[src/rtl/rv_pkg.sv]
// rtl/rv_pkg.sv - shared types and constants for the rv bus arbiter
package rv_pkg;

  // Arbiter ownership states: the bus is either free or owned by one requester
  typedef enum logic [1:0] {
    ARB_IDLE  = 2'd0,
    ARB_FETCH = 2'd1,
    ARB_DATA  = 2'd2
  } arb_state_t;

  // All-ones byte-enable source, sliced down to the bus select width by users
  localparam logic [127:0] ARB_SEL_ALL = '1;

endpackage

[src/rtl/rv_bus_timeout.sv]
// rtl/rv_bus_timeout.sv - per-transfer watchdog counter for the bus arbiter
module rv_bus_timeout #(
  parameter int TIMEOUT = 256
) (
  input  logic i_clk,
  input  logic i_reset_n,
  input  logic i_clr,
  input  logic i_run,
  output logic o_expired
);

  localparam int CNT_W = $clog2(TIMEOUT);
  localparam logic [CNT_W-1:0] L_LAST = CNT_W'(TIMEOUT - 1);

  logic [CNT_W-1:0] r_cnt;

  // Count waiting cycles of the current transfer; a new grant restarts from zero
  always_ff @(posedge i_clk) begin
    if (!i_reset_n) begin
      r_cnt <= '0;
    end else if (i_clr) begin
      r_cnt <= '0;
    end else if (i_run) begin
      r_cnt <= r_cnt + 1'b1;
    end
  end

  // Expiry is reported while the count sits on its last value; the owner masks it
  assign o_expired = (r_cnt == L_LAST);

endmodule

[src/rtl/rv_bus_arb.sv]
// rtl/rv_bus_arb.sv - fetch/data arbiter for one shared 32-bit system bus
module rv_bus_arb
  import rv_pkg::*;
#(
  parameter  int ADDR_W  = 32,
  parameter  int DATA_W  = 32,
  parameter  int TIMEOUT = 256,
  localparam int SEL_W   = DATA_W / 8
) (
  input  logic              i_clk,
  input  logic              i_reset_n,
  input  logic              i_fetch_req,
  input  logic [ADDR_W-1:0] i_fetch_addr,
  output logic              o_fetch_ack,
  output logic              o_fetch_err,
  output logic [DATA_W-1:0] o_fetch_rdata,
  input  logic              i_data_req,
  input  logic              i_data_we,
  input  logic [ADDR_W-1:0] i_data_addr,
  input  logic [SEL_W-1:0]  i_data_sel,
  input  logic [DATA_W-1:0] i_data_wdata,
  output logic              o_data_ack,
  output logic              o_data_err,
  output logic [DATA_W-1:0] o_data_rdata,
  output logic              o_bus_cyc,
  output logic              o_bus_stb,
  output logic              o_bus_we,
  output logic [ADDR_W-1:0] o_bus_addr,
  output logic [SEL_W-1:0]  o_bus_sel,
  output logic [DATA_W-1:0] o_bus_wdata,
  input  logic              i_bus_ack,
  input  logic              i_bus_err,
  input  logic [DATA_W-1:0] i_bus_rdata
);

  localparam logic [SEL_W-1:0] L_SEL_ALL = ARB_SEL_ALL[SEL_W-1:0];

  arb_state_t        r_state;
  arb_state_t        w_state_nxt;
  logic              r_fair;
  logic              r_we;
  logic [ADDR_W-1:0] r_addr;
  logic [SEL_W-1:0]  r_sel;
  logic [DATA_W-1:0] r_wdata;

  logic w_owned;
  logic w_expired;
  logic w_abort;
  logic w_done;
  logic w_can_grant;
  logic w_fetch_cand;
  logic w_data_cand;
  logic w_fair_now;
  logic w_grant_data;
  logic w_grant_fetch;
  logic w_bus_ack;
  logic w_resp_ack;
  logic w_resp_err;

  assign w_owned = (r_state != ARB_IDLE);

  // A timeout only aborts when the slave has not answered in that same cycle
  assign w_abort = w_owned & w_expired & ~i_bus_ack & ~i_bus_err;
  assign w_done  = w_owned & (i_bus_ack | i_bus_err | w_expired);

  // The finishing owner's request still belongs to the transfer just completed,
  // so it cannot re-win the bus on its own completion edge
  assign w_fetch_cand = i_fetch_req & (r_state != ARB_FETCH);
  assign w_data_cand  = i_data_req  & (r_state != ARB_DATA);

  // A data completion with fetch waiting raises fairness for this very decision
  assign w_fair_now = r_fair | ((r_state == ARB_DATA) & w_done & i_fetch_req);

  assign w_can_grant   = (r_state == ARB_IDLE) | w_done;
  assign w_grant_data  = w_can_grant & w_data_cand & ~(w_fair_now & w_fetch_cand);
  assign w_grant_fetch = w_can_grant & w_fetch_cand & ~w_grant_data;

  // Next-state selection: grant, fall back to idle on completion, else hold
  always_comb begin
    w_state_nxt = r_state;
    if (w_grant_data) begin
      w_state_nxt = ARB_DATA;
    end else if (w_grant_fetch) begin
      w_state_nxt = ARB_FETCH;
    end else if (w_can_grant) begin
      w_state_nxt = ARB_IDLE;
    end
  end

  // State register and fairness bit; a fetch grant clears fairness
  always_ff @(posedge i_clk) begin
    if (!i_reset_n) begin
      r_state <= ARB_IDLE;
      r_fair  <= 1'b0;
    end else begin
      r_state <= w_state_nxt;
      r_fair  <= w_grant_fetch ? 1'b0 : w_fair_now;
    end
  end

  // Bus registers capture the winner's request only on the grant edge
  always_ff @(posedge i_clk) begin
    if (!i_reset_n) begin
      r_we    <= 1'b0;
      r_addr  <= '0;
      r_sel   <= '0;
      r_wdata <= '0;
    end else if (w_grant_data) begin
      r_we    <= i_data_we;
      r_addr  <= i_data_addr;
      r_sel   <= i_data_sel;
      r_wdata <= i_data_wdata;
    end else if (w_grant_fetch) begin
      r_we    <= 1'b0;
      r_addr  <= i_fetch_addr;
      r_sel   <= L_SEL_ALL;
      r_wdata <= '0;
    end
  end

  rv_bus_timeout #(
    .TIMEOUT (TIMEOUT)
  ) u_timeout (
    .i_clk     (i_clk),
    .i_reset_n (i_reset_n),
    .i_clr     (w_grant_data | w_grant_fetch),
    .i_run     (w_owned & ~i_bus_ack & ~i_bus_err),
    .o_expired (w_expired)
  );

  assign o_bus_cyc   = w_owned;
  assign o_bus_stb   = w_owned;
  assign o_bus_we    = r_we;
  assign o_bus_addr  = r_addr;
  assign o_bus_sel   = r_sel;
  assign o_bus_wdata = r_wdata;

  // Responses are suppressed while reset is asserted so an interrupted transfer stays silent
  assign w_bus_ack  = i_bus_ack & ~i_bus_err;
  assign w_resp_ack = i_reset_n & w_owned & w_bus_ack;
  assign w_resp_err = i_reset_n & ((w_owned & i_bus_err) | w_abort);

  assign o_fetch_ack   = (r_state == ARB_FETCH) & w_resp_ack;
  assign o_fetch_err   = (r_state == ARB_FETCH) & w_resp_err;
  assign o_fetch_rdata = o_fetch_ack ? i_bus_rdata : '0;
  assign o_data_ack    = (r_state == ARB_DATA) & w_resp_ack;
  assign o_data_err    = (r_state == ARB_DATA) & w_resp_err;
  assign o_data_rdata  = o_data_ack ? i_bus_rdata : '0;

endmodule
[config.mk]
export PLATFORM = sky130hd
export DESIGN_NAME = rv_bus_arb
export DESIGN_NICKNAME = d
export VERILOG_FILES = /design/src/rtl/rv_pkg.sv /design/src/rtl/rv_bus_timeout.sv /design/src/rtl/rv_bus_arb.sv
export SDC_FILE = /design/constraint.sdc
export NUM_CORES = 1
export LEC_CHECK = 0
export BUFFER_PORTS_ARGS = -buffer_cell sky130_fd_sc_hd__buf_2
export CAP_MARGIN = 20
export CORE_AREA = 3 3 107 109
export CTS_CLUSTER_SIZE = 10
export DETAILED_ROUTE_END_ITERATION = 8
export DIE_AREA = 0 0 110 112
export PLACE_DENSITY_LB_ADDON = 0.2
export SYNTH_ARGS = -nofsm -noshare
export SYNTH_HDL_FRONTEND = slang
export SYNTH_SLANG_ARGS = --single-unit
[constraint.sdc]
create_clock -name i_clk -period 2.1 [get_ports i_clk]
set_input_delay 0.21 -clock i_clk [delete_from_list [all_inputs] [get_ports i_clk]]
set_output_delay 0.21 -clock i_clk [all_outputs]
set_load 0.02 [all_outputs]
### After elaboration in Yosys (flattened, before gate mapping)

Index checks and enable logic that the tools add are counted.

| storage, ports and cells | value |
|---|---|
| register bits | 80 |
| latch bits | 0 |
| bits in writable memories | 0 |
| ROM bits | 0 |
| input bits | 139 |
| output and inout port bits | 139 |
| word-level logic and storage cells | 70 |
| memories kept | 0 |

| cells by class | value |
|---|---|
| add/subtract/negate cells | 1 |
| multiply operators | 0 |
| div/mod/pow operators | 0 |
| $lt $le $gt $ge | 0 |
| eq/ne operators | 5 |
| shift operators | 0 |
| mux-type cells | 13 |
| bitwise logic cells | 35 |
| reduce and logical (&&, ||, !) cells | 8 |

Operators with widths:

| kind | number |
|---|---|
| $mux 32 | 6 |
| $and 1x1->1 | 24 |
| $add 8x1->8 const B | 1 |
| $eq 8x8->1 const B | 1 |
| $mux 4 | 2 |
| $mux 2 | 3 |
| $or 1x1->1 | 6 |
| $reduce_bool 2->1 | 3 |
| $reduce_or 2->1 | 3 |
| $not 1->1 | 5 |
| $reduce_bool 3->1 | 1 |
| $eq 2x1->1 const B | 1 |
| $eq 2x2->1 const B | 1 |
| $logic_not 2->1 | 1 |
| $mux 1 | 2 |
| $ne 2x1->1 const B | 1 |
| $ne 2x2->1 const B | 1 |

### Longest topological paths before layout

Gate-level depths: netlist (run 1).

| logic depth | value |
|---|---|
| depth after elaboration | 13 |
| mapped depth | 7 |
| mapped depth without buffers | 5 |

### By module

From an unflattened synthesis (run 1), not the netlist that was laid out.

| unflattened totals | value |
|---|---|
| cell total of the unflattened synthesis | 408 |
| area total of the unflattened synthesis | 3629.7 µm² |

By module, submodules not included:

| module | instances | cells an instance | area each (µm²) | sequential area each (µm²) |
|---|---|---|---|---|
| rv_bus_arb | 1 | 368 | 3275.6 | 1441.4 |
| rv_bus_timeout | 1 | 40 | 354.1 | 160.2 |

### Least setup slack after synthesis (run 1)

No wires, ideal clock.

| path | value |
|---|---|
| path kind | input port to output port |
| start point | in i_reset_n |
| end point | out o_data_rdata[22] |
| arrival | 1.447 ns |
| path slack | 0.443 ns |
| stages | 5 |
| path buffers | 2 |
| path through | clkbuf_1 -> nand3b_1 -> nor2_1 -> clkbuf_1 -> and2_1 |

| between the ends | value |
|---|---|
| word-level cells in the longest chain between the ends | 4 |

RTL lines:

| what | RTL line | source |
|---|---|---|
| from (decl) | rv_bus_arb.sv:11 | `input logic i_reset_n,` |
| $and 1x1->1 (2 in a row) | rv_bus_arb.sv:140 | `assign w_resp_ack = i_reset_n & w_owned & w_bus_ack;` |
| $and 1x1->1 | rv_bus_arb.sv:146 | `assign o_data_ack = (r_state == ARB_DATA) & w_resp_ack;` |
| via o_data_ack | rv_bus_arb.sv:22 | `output logic o_data_ack,` |
| $mux 32 | rv_bus_arb.sv:148 | `assign o_data_rdata = o_data_ack ? i_bus_rdata : '0;` |
| to (decl) | rv_bus_arb.sv:24 | `output logic [DATA_W-1:0] o_data_rdata,` |

The timed path passes the listed nets, and every way through them passes these cells.

### Worst setup path in the final report (run 1)

| path | value |
|---|---|
| start point | reg u_timeout.r_cnt[0] |
| end point | out o_data_err |

| between the ends | value |
|---|---|
| word-level cells in the longest chain between the ends | 7 |

RTL lines:

| what | RTL line | source |
|---|---|---|
| from (decl) | rv_bus_timeout.sv:15 | `logic [CNT_W-1:0] r_cnt;` |
| from (signal assigned) | rv_bus_timeout.sv:24 | `r_cnt <= r_cnt + 1'b1;` |
| $eq 8x8->1 | rv_bus_timeout.sv:29 | `assign o_expired = (r_cnt == L_LAST);` |
| $and 1x1->1 (3 in a row) | rv_bus_arb.sv:63 | `assign w_abort = w_owned & w_expired & ~i_bus_ack & ~i_bus_err;` |
| $or 1x1->1 | rv_bus_arb.sv:141 | `assign w_resp_err = i_reset_n & ((w_owned & i_bus_err) \| w_abort);` |
| $and 1x1->1 | rv_bus_arb.sv:141 |  |
| $and 1x1->1 | rv_bus_arb.sv:147 | `assign o_data_err = (r_state == ARB_DATA) & w_resp_err;` |
| to (decl) | rv_bus_arb.sv:23 | `output logic o_data_err,` |

No other way between the ends.

==> flow_metrics.tcl, run 1 <==
set metrics [dict create \
    htreeDepth 3 \
    drcViolationCount 0 \
    ant_nets 0 \
    ys_seq_elements 80 \
    wire_per_inst_um 17.0 \
    whs_path_depth 3 \
    critical_path.max_fanout 4 \
    synth_top_cell_by_area "dfxtp_1" \
    yosysUniqueCellTypes 38 \
    routed_wl_mm 15.2 \
    cts.sinks 80 \
    core_area_mm2 0.0107 \
    io_buffers 277 \
    worstHoldStart "i_data_we" \
    min_to "o_bus_we" \
    synth_top_area_share_pct 38.1 \
    reg2regPathDepth 7 \
    grt_util_all_layers_pct 24.0 \
    async_reset_ff_share_pct 0 \
    cpPeakStageDelay_ns 0.35 \
    syn_area_per_cell_um2 8.33 \
    dr.pass1.iters 5 \
    status "finished clean" \
    fin_skew_ns 0.0156 \
    synth-edff-count 0 \
    die-area_mm2 0.0123 \
    cts_tree "done" \
    grt_pass1_vias 4830 \
    synth_area_leaders "dfxtp_1 (38%), and2_1 (9.8%), nand3_1 (8.3%)" \
    syn_nets 644 \
    timing.final.crit_share_pct 92.7 \
    worst_r2r_endpoint "o_bus_addr[24]" \
    cp_cell_sequence "ha_2 -> nand3_1 -> buf_4 -> nor3_2 -> o21ai_1 -> nor2_1 -> buf_4" \
    crit_type "reg -> out" \
    hp-class "in -> reg" \
    r2r_slack_ns 0.28 \
    crit_slowest_cell "dfxtp_2" \
    synth_flop_cell "dfxtp_1" \
    die_h_um 112 \
    power_w 0.00405 \
    leakagePower_nw 2.79 \
    antennaDiodeCount 0 \
    tns_ns 0 \
    synthTopCellsByCount "dfxtp_1 (80), nand3_1 (70), and2_1 (66)" \
    slew_viol_final 0 \
    vias 5014 \
    initialDrtViolationCount 406 \
    cp_data_arrival_time_ns 1.74 \
    grt_pass1_wl_mm 23.8 \
    yosysSeqAreaShare_pct 38.1 \
    antenna_found_initial 0 \
    hold_viol 0 \
    cpLargestDelayFamily "simple AND/OR/NAND/NOR gates" \
    required_ns 1.89 \
    clock_path_buffers 2 \
    nNetsFinal 893 \
    critical_path_buf_inv_count 2 \
    dp_slack_ns 0.195 \
    cpMostUsedCell "buf_4" \
    rr_startpoint "u_timeout.r_cnt[0]" \
    yosys_warnings 0 \
    cts_root_buf "clkbuf_8" \
    syn-instance-count 504 \
    fp.dieW_um 110 \
    tightest_slew_ns 0.381 \
    io_pins 278 \
    via_per_inst 5.58 \
    overflow 0 \
    cellPowerDensity_mw_per_mm2 681 \
    rows 38 \
    layout-drive-gt1-share_pct 43.5 \
    place.gp.congestion 0.865 \
    cts.clk_slew.worst_paths_ns 0.09 \
    slew_headroom_pct 74.6 \
    cp-start-kind "flop" \
    cp-end-kind "output pin" \
    max_freq_ghz 0.514 \
    final.setup.worst_slack_ns 0.154 \
    final.min_clock_period_ns 1.95 \
    hpwl_mm 10.8 \
    setup_viol 0 \
    critical_path.startpoint "u_timeout.r_cnt[0]" \
    ctsHoldBuffers 0 \
    synth_area_mm2 0.00420 \
    grt_start_max_net_pins 67 \
    holdWs_ns 0.101 \
    area_growth_pct 41.8 \
    cap_viol_max_count 0 \
    vdd_drop_max_uv 293 \
    synth_most_common_cell "dfxtp_1" \
    worstSkewPairLatency_ns 0.35 \
    initial_core_util_pct 39.3 \
    cts-buffers-inserted 9 \
]
tightest hold or removal path: cells and delay by family:
family	cells	cell delay (ns)
buffers and inverters	1	0.09
AOI/OAI and AO/OA	1	0.06
and+or+nand+nor	1	0.05
worst max path at each step:
stage / endpoint / slack [ns] / depth (start not counted)
2_1_floorplan: o_data_rdata[22] / 0.44 / 5
4_1_cts: o_data_err / 0.07 / 7
3_5_place_dp: o_bus_addr[24] / 0.19 / 4
5_1_grt: o_data_err / -0.02 / 7
6_report: o_data_err / 0.15 / 7
3_3_place_gp: o_bus_addr[10] / 0.30 / 4
logic make-up (layout without fill, tap and decap cells):
kind of cell	count (synthesis)	after routing	synth area share (%)
DFF	80	80	38.1
adders and majority gates	1	1	0.298
and+or+nand+nor	175	175	23.4
xor gates and xnor gates	6	6	1.25
buffers and inverters	61	315	7.12
AOI/OAI and AO/OA	181	181	29.8
registers in the layout, indices dropped and copies added, names as in the netlist:
register,count
o_bus_sel,4
r_fair,1
r_state,2
o_bus_addr,32
o_bus_wdata,32
o_bus_we,1
u_timeout.r_cnt,8
layout by cell type, fill, tap and decap left out, types with 2 or more instances in the layout:
cell,synthesis,layout
bufinv_16,0,2
or2_1,2,2
nand3_1,70,70
o221a_2,4,4
buf_12,0,5
buf_2,16,276
a311oi_1,32,32
o21ai_0,34,33
a21oi_1,37,37
nor2_1,12,12
clkbuf_1,27,2
o21ai_4,1,2
nand3b_1,2,2
nand2_1,7,7
clkbuf_8,0,12
buf_4,13,16
and2_1,66,66
nand4_1,5,5
xor2_1,6,6
dfxtp_1,80,79
o211ai_1,34,34
a211oi_1,32,32
nand2b_1,2,2
routing by layer:
layer,global-route usage (%),share of wire [%],vias up
met5,0,0,-
met2,38.3,48,271
met3,5.86,8.7,32
met1,30.5,41,2326
met4,9.89,2.6,0
li1,-,-,2385
power by group:
| part | switching [W] | internal, W |
|---|---|---|
| combinational | 0.000623 | 0.000395 |
| clock | 0.000551 | 0.000770 |
| sequential | 0.0000700 | 0.00164 |
layout make-up:
type | count | area [µm²]
fillers | 1045 | 4740
multi-input cells | 363 | 2330
repair buffers | 298 | 1610
flip-flops and latches | 80 | 1600
well taps | 140 | 175
clock buffers | 14 | 173
clock inverters | 2 | 60.1
inverters | 1 | 3.75
per-stage QoR:
stage	utilization, %	cells	area (µm²)
finish	55.7	898	5960
global route	55.7	898	5960
CTS	55.5	898	5930
detailed placement	53.3	882	5700
global placement	53.3	882	5700
floorplan	-	504	4200
repair_timing:
item,4_1_cts,5_1_grt
buffers inserted,0,0
setup endpoints to repair,0,8
endpoints found under the hold margin,0,0
gates resized for setup,0,7
Power figures use the tool's default switching activity.
==> inputs of run 2 (changes only) <==
- CORE_AREA: 3 3 107 109 -> 3 3 108 110
- CTS_BUF_LIST: default -> sky130_fd_sc_hd__clkbuf_2
- DIE_AREA: 0 0 110 112 -> 0 0 111 113
==> run 2 against run 1 <==
The run now ends with negative setup slack left. Global-route usage increased by 2.8 points. Count of clock-buffer cells in the layout decreased by 5. Maximum frequency decreased by 7.9%. Final cell count increased by 12%. Clock skew increased by 0.017 ns. Via count increased by 13%. Sequential share of layout area decreased by 4.3 points. Critical path type is now in -> out. Largest power group unchanged. Highest routed layer unchanged.
==> flow_metrics.tcl, run 2 (synthesis results as in run 1) <==
set metrics [dict create \
    dr.pass1.iters 7 \
    cts-buffers-inserted 9 \
    cts.clk_slew.worst_paths_ns 0.22 \
    vias 5651 \
    clock_path_buffers 2 \
    violations "negative setup slack" \
    grt_start_max_net_pins 43 \
    die-area_mm2 0.0125 \
    cp_cell_sequence "dlygate4sd3_1 -> buf_4 -> nand3b_1 -> nor2_4 -> buf_8 -> and2_1 -> clkbuf_4" \
    status "finished with violations" \
    worstHoldStart "i_fetch_req" \
    multi_input_area_mm2 0.00238 \
    rows 38 \
    final.min_clock_period_ns 2.11 \
    cts_root_buf "clkbuf_2" \
    worst_r2r_endpoint "o_bus_addr[10]" \
    reg2regPathDepth 4 \
    seq_area_mm2 0.00162 \
    max_freq_ghz 0.473 \
    initialDrtViolationCount 619 \
    crit_type "in -> out" \
    tightest_slew_ns 0.647 \
    die_h_um 113 \
    timing.final.crit_share_pct 101 \
    hp-class "in -> reg" \
    required_ns 1.89 \
    io_pins 278 \
    cap_viol_max_count 0 \
    final_common_cell "buf_2" \
    initial_core_util_pct 38.9 \
    whs_path_depth 4 \
    min_to "r_state[0]" \
    final.setup.worst_slack_ns -0.0138 \
    grt_pass1_vias 5563 \
    fillers 871 \
    cellPowerDensity_mw_per_mm2 572 \
    dp_slack_ns 0.127 \
    leakagePower_nw 3.26 \
    final_cell_mix "buf_2 (241), dlygate4sd3_1 (103), dfxtp_1 (72), nand3_1 (69), and2_1 (66)" \
    cp.depth 7 \
    wire_per_inst_um 18.0 \
    io_buffers 277 \
    rr_startpoint "r_state[0]" \
    slew_headroom_pct 56.9 \
    cp_data_arrival_time_ns 1.90 \
    setup_viol 4 \
    routed_wl_mm 18.1 \
    ant_nets 0 \
    crit_slowest_cell "dlygate4sd3_1" \
    rsz0062_at_grt "yes" \
    grt_util_all_layers_pct 26.8 \
    area_growth_pct 70.6 \
    worstSkewPairLatency_ns 0.54 \
    critical_path_buf_inv_count 4 \
    critical_path.max_fanout 10 \
    htreeDepth 3 \
    vdd_drop_max_uv 350 \
    place.gp.congestion 0.856 \
    drcViolationCount 0 \
    core_area_mm2 0.0108 \
    via_per_inst 5.61 \
    cp-end-kind "output pin" \
    cts_tree "done" \
    r2r_slack_ns 0.13 \
    fin_skew_ns 0.0323 \
    slew_viol_final 0 \
    tns_ns -0.0238 \
    nNetsFinal 1003 \
    layout-drive-gt1-share_pct 40.5 \
    cts.sinks 80 \
    overflow 0 \
    cp-start-kind "input pin" \
    antenna_found_initial 0 \
    antennaDiodeCount 0 \
    hpwl_mm 11.2 \
    fp.dieW_um 111 \
    cpLargestDelayFamily "buffers and inverters" \
    cpPeakStageDelay_ns 0.54 \
    hold_viol 0 \
    grt_pass1_wl_mm 27.7 \
]
-- run 2: changes by cell type in the layout (fill, tap and decap cells not counted), moves of 3 or more --
cell / before / now
clkbuf_4: 0 / 3
dlygate4sd3_1: 0 / 103
clkbuf_2: 0 / 9
buf_2: 276 / 241
buf_8: 0 / 3
dfxtp_2: 1 / 6
clkbuf_8: 12 / 0
dfxtp_1: 79 / 72
buf_4: 16 / 52
-- run 2: layer usage --
metal | up-vias | global-route usage, % | share of wire (%)
li1 | 2597 | - | -
met1 | 2634 | 31.1 | 39
met2 | 354 | 47.3 | 50
met3 | 66 | 5.35 | 7.5
met4 | 0 | 13.0 | 3.9
met5 | - | 0 | 0
-- run 2: power by group --
group / total (W) / switching (W) / leakage [nW] / internal [W]
sequential: 0.00172 / 0.0000720 / 0.664 / 0.00165
combinational: 0.00121 / 0.000681 / 2.50 / 0.000528
clock: 0.00117 / 0.000547 / 0.0980 / 0.000623
total: 0.00410 / 0.00130 / 3.26 / 0.00280
-- run 2: cell type report --
type	count	share of cell area, %
timing repair buffer	408	39.2
multi-input combinational	363	33.2
sequential	80	22.6
tap	140	2.44
clock inverter	6	1.85
clock buffer	9	0.629
inverter	1	0.0524
-- run 2: stage by stage --
stage	utilization, %	std cells	hold slack (ns)	power (W)	instance area, µm²
6_report	66.4	1007	0.136	0.00410	7160
5_1_grt	66.4	1007	0.117	0.00428	7160
4_1_cts	64.2	1001	0.0946	0.00408	6930
3_5_place_dp	52.7	882	0.451	0.00276	5690
3_3_place_gp	52.7	882	0.436	0.00274	5690
2_1_floorplan	-	504	0.362	0.00235	4200
-- run 2: tightest hold or removal path, delay by kind of cell --
kind | cells | cell delay (ns)
compound gates | 2 | 0.25
buf+inv | 1 | 0.14
simple gates | 1 | 0.06
-- run 2: worst max path at each step --
stage / startpoint / end / slack (ns)
floorplan: i_reset_n / o_data_rdata[22] / 0.44
global placement: r_state[0] / o_bus_addr[27] / 0.21
detailed placement: r_state[0] / o_bus_addr[16] / 0.13
CTS: u_timeout.r_cnt[1] / o_fetch_err / 0.007
global route: i_reset_n / o_fetch_rdata[2] / -0.06
finish: i_reset_n / o_fetch_rdata[31] / -0.01
-- run 2: repair_timing --
item / 4_1_cts / 5_1_grt
endpoints found under the hold margin: 71 / 0
pin swaps: 0 / 1
setup endpoints to repair: 66 / 68
gates resized for setup: 10 / 62
setup buffers: 1 / 3
hold buffers: 103 / 0
cloned: 0 / 3
